**config.mk**
```make
export PLATFORM = sky130hd
export DESIGN_NAME = bcd_down_timer
export DESIGN_NICKNAME = d
export VERILOG_FILES = /design/src/rtl/bcd_down_timer.sv
export SDC_FILE = /design/constraint.sdc
export NUM_CORES = 1
export LEC_CHECK = 0
export CAP_MARGIN = 20
export CORE_MARGIN = 2
export CORE_UTILIZATION = 46
export CTS_BUF_LIST = sky130_fd_sc_hd__clkbuf_4 sky130_fd_sc_hd__clkbuf_8 sky130_fd_sc_hd__clkbuf_16
export CTS_CLUSTER_SIZE = 14
export DETAILED_ROUTE_END_ITERATION = 10
export GPL_TIMING_DRIVEN = 1
export PLACE_DENSITY = 0.82
export REMOVE_ABC_BUFFERS = 1
export SYNTH_ARGS = -nofsm -noshare
export SYNTH_HDL_FRONTEND = slang
export SYNTH_SLANG_ARGS = --single-unit
```
**constraint.sdc**
```tcl
create_clock -name clk -period 3.9 [get_ports clk]
set_input_delay 1.17 -clock clk [delete_from_list [all_inputs] [get_ports clk]]
set_output_delay 1.17 -clock clk [all_outputs]
set_load 0.01 [all_outputs]
```
**src/rtl/bcd_down_timer.sv**
```systemverilog
// Loadable multi-digit BCD countdown timer driven by a one-cycle prescaler tick.
// Decrements with ripple borrow while running and flags expiry at zero.
module bcd_down_timer #(
    parameter int DIGITS = 2
) (
    input  logic                  clk,
    input  logic                  rst,
    input  logic                  tick_in,
    input  logic                  load,
    input  logic [4*DIGITS-1:0]   load_val,
    input  logic                  start,
    input  logic                  pause,
    output logic [4*DIGITS-1:0]   count,
    output logic                  running,
    output logic                  expired,
    output logic                  done
);

    localparam int W = 4 * DIGITS;

    localparam logic [1:0] ST_IDLE    = 2'd0;
    localparam logic [1:0] ST_RUN     = 2'd1;
    localparam logic [1:0] ST_PAUSED  = 2'd2;
    localparam logic [1:0] ST_EXPIRED = 2'd3;

    logic [1:0]   state;
    logic [1:0]   state_next;
    logic [W-1:0] count_next;
    logic [W-1:0] sat_val;
    logic [W-1:0] dec_val;
    logic         dec_borrow;
    logic         done_next;
    logic         is_one;
    logic         is_zero;

    // Out-of-range digits on the preset clamp to 9 so count is always valid BCD.
    always_comb begin
        sat_val = '0;
        for (int i = 0; i < DIGITS; i++) begin
            sat_val[4*i +: 4] = (load_val[4*i +: 4] > 4'd9) ? 4'd9 : load_val[4*i +: 4];
        end
    end

    always_comb begin
        dec_val    = '0;
        dec_borrow = 1'b1;
        for (int i = 0; i < DIGITS; i++) begin
            if (dec_borrow) begin
                if (count[4*i +: 4] == 4'd0) begin
                    dec_val[4*i +: 4] = 4'd9;
                end else begin
                    dec_val[4*i +: 4] = count[4*i +: 4] - 4'd1;
                    dec_borrow        = 1'b0;
                end
            end else begin
                dec_val[4*i +: 4] = count[4*i +: 4];
            end
        end
    end

    assign is_one  = (count == W'(1));
    assign is_zero = (count == '0);

    // Priority: load > pause > start > tick_in.
    always_comb begin
        state_next = state;
        count_next = count;
        done_next  = 1'b0;
        if (load) begin
            count_next = sat_val;
            state_next = ST_IDLE;
        end else begin
            case (state)
                ST_IDLE: begin
                    if (start && !is_zero) begin
                        state_next = ST_RUN;
                    end
                end
                ST_RUN: begin
                    if (pause) begin
                        state_next = ST_PAUSED;
                    end else if (tick_in) begin
                        count_next = dec_val;
                        if (is_one) begin
                            state_next = ST_EXPIRED;
                            done_next  = 1'b1;
                        end
                    end
                end
                ST_PAUSED: begin
                    if (!pause && start) begin
                        state_next = ST_RUN;
                    end
                end
                default: begin
                    state_next = ST_EXPIRED;
                end
            endcase
        end
    end

    always_ff @(posedge clk or posedge rst) begin
        if (rst) begin
            state <= ST_IDLE;
            count <= '0;
            done  <= 1'b0;
        end else begin
            state <= state_next;
            count <= count_next;
            done  <= done_next;
        end
    end

    assign running = (state == ST_RUN);
    assign expired = (state == ST_EXPIRED);

endmodule

```
## Word level (Yosys, flattened, before mapping)

Index checks and enable logic that the tools add are counted.

| cells by class | value |
|---|---|
| $add $sub $neg | 2 |
| $lt $le $gt $ge | 2 |
| equal/unequal tests | 9 |
| mux-type cells | 22 |
| reduce and logical (&&, ||, !) cells | 14 |

Operators with widths:

| operator | count |
|---|---|
| $mux W8 | 4 |
| $mux W4 | 5 |
| $mux W2 | 6 |
| $eq A8 B1 Y1 const B | 1 |
| $gt A4 B4 Y1 const B | 2 |
| $logic_not A4 Y1 | 2 |
| $logic_not A8 Y1 | 1 |
| $reduce_and A4 Y1 | 2 |
| $sub A4 B1 Y4 const B | 2 |
| $mux W1 | 6 |
| $ne A3 B3 Y1 const B | 2 |
| $pmux W2 S3 | 1 |
| $reduce_bool A2 Y1 | 3 |
| $eq A2 B2 Y1 const B | 2 |
| $ne A4 B3 Y1 const B | 1 |
| $ne A4 B4 Y1 const B | 1 |
| $reduce_and A3 Y1 | 1 |
| $eq A2 B1 Y1 const B | 1 |
| $logic_and A1 B1 Y1 | 2 |
| $logic_not A1 Y1 | 2 |
| $logic_not A2 Y1 | 1 |
| $ne A2 B2 Y1 const B | 1 |

| storage, ports and cells | value |
|---|---|
| register bits after elaboration | 11 |
| output and inout bits | 11 |
| word-level logic and storage cells | 53 |

## Logic depth before layout (Yosys ltp)

| depth | value |
|---|---|
| word-level depth | 7 |
| gate-level depth with buffers | 4 |
| mapped depth without buffers | 3 |

## Worst setup path before layout

Ideal clock, no wire load.

| timing path | value |
|---|---|
| kind | input -> register |
| from | input pause |
| to | register count[1] |
| setup time | 0.087 ns |
| arrival time | 2.142 ns |
| required time | 3.813 ns |
| slack | 1.672 ns |
| stages | 4 |
| path buffers | 1 |
| cells stage by stage | nand4bb_1 > clkbuf_1 > or4_1 > o211ai_1 |

| on the way | value |
|---|---|
| cells in the longest elaborated chain, start to end | 2 |

Ends and longest elaborated chain:

| what | line | RTL |
|---|---|---|
| start, declared | 12 | `input logic pause,` |
| $ne A2 B2 Y1 (no source line) | n/a |  |
| $reduce_and A3 Y1 (no source line) | n/a |  |
| end signal, assigned | 109 | `count <= count_next;` |
| end, declared | 13 | `output logic [4*DIGITS-1:0] count,` |

No other way between the ends.
A chain may end at the register's enable or synchronous reset.

## Worst setup path after layout

| timing path | value |
|---|---|
| from | input pause |
| to | register count[7] |

| on the way | value |
|---|---|
| cells in the longest elaborated chain, start to end | 2 |

Ends and longest elaborated chain:

| what |
|---|
| $ne A2 B2 Y1 (no source line) |
| $reduce_and A4 Y1 (no source line) |

No other way between the ends.

==> results.json <==
{
  "outcome": "complete, no violations",
  "reg2regPathDepth": 3,
  "ys_types": 36,
  "ys_seq_area_frac": 0.405,
  "drtAntennaViolNets": 0,
  "power.share.sequential": 0.466,
  "use_met2": 0.314,
  "io_buffer_count": 24,
  "hpwlAfterDp_um": 1190,
  "start_util": 0.509,
  "numCtsBuffers": 3,
  "rows": 13,
  "slew_headroom": 0.592,
  "via_count": 698,
  "min_path_cells": 2,
  "synth-edff-count": 0,
  "critPathLaunchType": "input pin",
  "register_area_um2": 275,
  "drt_iter0_markers": 23,
  "grt_pass1_vias": 664,
  "diodes": 0,
  "clk_latency_ns": 0.27,
  "syn_area_um2": 679,
  "clock_skew_ns": 0.00219,
  "drcViolationCount": 0,
  "synth.avg_cell_area_um2": 9.18,
  "clock-sinks": 11,
  "cts_hold_buf": 0,
  "h-tree-depth": 1,
  "p_leak_nw": 0.351,
  "setup_viol": 0,
  "intPower_uw": 214,
  "die_h_um": 42.4,
  "final_cell_mix": "24 x clkdlybuf4s50_1, 11 x dfrtp_1, 6 x a21oi_1",
  "multi_input_area_um2": 374,
  "path_clk_slew_ns": 0.07,
  "vias_per_cell": 6.12,
  "clk_path_buf_depth": 2,
  "tritoncts": "yes",
  "fmax_ghz": 0.358,
  "criticalPathCategory": "input pin to flop",
  "hold-path-endpoint": "count[6]",
  "rsz0062_at_grt": "no",
  "min-delay-start": "count[6]",
  "yosys_warnings": 0,
  "die-area_um2": 1800,
  "grt_start_max_net_pins": 13,
  "pwr-share-comb": 0.247,
  "cts-root-buf": "clkbuf_4",
  "grt.met3_usage": 0.0517,
  "hold_ws_ns": 0.623,
  "maxCapViolCount": 0,
  "p_sw_uw": 89.3,
  "post_drt_wl_per_cell_um": 14.2,
  "synth-async-reset-ratio": 1.00,
  "reg2reg_from": "state[1]",
  "switching_share": 0.295,
  "synth-seq-cells": 11,
  "ctsResizeCount": 0,
  "r2r_setup_slack_ns": 2.07,
  "grt_pass1_wl_um": 2810,
  "power_density_nw_per_um2": 319,
  "ys.flop_type": "dfrtp_1",
  "mostFrequentLayoutCell": "clkdlybuf4s50_1",
  "startpoint": "pause",
  "hold_path_class": "flop to flop",
  "antenna_found_initial": 0,
  "grt.busiest_layer": "met2",
  "cts_setup_buffers": 0,
  "routed_wirelength_um": 1620,
  "postLayoutCoreUtil": 0.712,
  "grtUsageTotal": 0.205,
  "firstDrtPassIters": 4,
  "end_kind": "flop",
  "io_pins": 25,
  "finalPower_uw": 303,
  "arrival_ns": 2.99,
  "final_max_slew_viol_count": 0,
  "gp_congestion": 0.726,
  "core_area_um2": 1330,
  "synthCells": 74,
  "period_share": 0.715,
  "p_clk_frac": 0.287,
  "period_needed_ns": 2.79,
  "crit_fanout": 12,
  "drive_gt1_frac": 0.0606,
  "n_fill_cell": 103,
  "grt.overflow.total": 0,
  "hold_viol": 0,
  "use_met1": 0.270,
  "r2r-end": "count[7]",
  "cp.required_ns": 4.10,
  "tightest_slew_ns": 0.604,
  "ir_drop_mv": 0.158,
  "die_width_um": 42.4,
  "finalSetupTns_ns": 0,
  "area_growth_pct": 39.8,
  "nNetsFinal": 114
}
per-stage QoR:
stage / worst slack, ns / instances / cell area [um2]
detailed placement: 0.859 / 110 / 920
CTS: 1.12 / 114 / 950
global route: 0.979 / 114 / 950
finish: 1.11 / 114 / 950
global placement: 0.912 / 110 / 920
floorplan: 1.58 / 71 / 661
cell usage after synthesis (3+ instances only):
cell type,count,area share
a21oi_1,6,0.044
dfrtp_1,11,0.41
or4_1,3,0.033
o31ai_1,3,0.033
a31oi_1,4,0.037
nor2_1,5,0.028
nor4b_1,3,0.039
o21ai_0,5,0.037
layer usage:
metal  routed length, um  share of wire  vias to the layer above
met4                  23          0.014                        0
met2                 760           0.47                       24
met1                 733           0.45                      325
met3                 100          0.062                        3
met5                   0              0                        -
li1                    -              -                      346
area by class of cell:
type                            count  area share
Tap cell                           15      0.0198
Timing Repair Buffer               24       0.253
Multi-Input combinational cell     57       0.394
Clock buffer                        4      0.0316
Inverter                            3      0.0119
Sequential cell                    11       0.290
registers in the layout (all words and copies together), names as in the netlist:
signal and flops:
state 2, done 1, count 8
cells by family after synthesis:
group,after synthesis,synth area share
xor gates and xnor gates,1,0.0129
DFF,11,0.405
and+or+nand+nor,30,0.285
AOI/OAI and AO/OA,26,0.252
buffers and inverters,6,0.0442
power by group through the flow:
stage	Combinational [mW]	Clock, mW	Sequential [mW]
3_5_place_dp	0.0751	0	0.143
3_3_place_gp	0.0737	0	0.142
4_1_cts	0.0756	0.0862	0.141
5_1_grt	0.0827	0.0936	0.143
6_report	0.0749	0.0870	0.141
2_1_floorplan	0.0317	0	0.143
worst max-delay path, cell delays in order:
cell and delay [ns]:
clkdlybuf4s50_1 0.50, nand4bb_1 0.51, or4_1 0.64, a31oi_1 0.17
how the worst max path moves through the flow:
stage	to	slack [ns]	cells after the start
floorplan	count[7]	1.58	3
global placement	count[7]	0.91	4
detailed placement	count[7]	0.86	4
CTS	count[7]	1.12	4
global route	count[7]	0.98	4
finish	count[7]	1.11	4
Power figures use the tool's default switching activity.
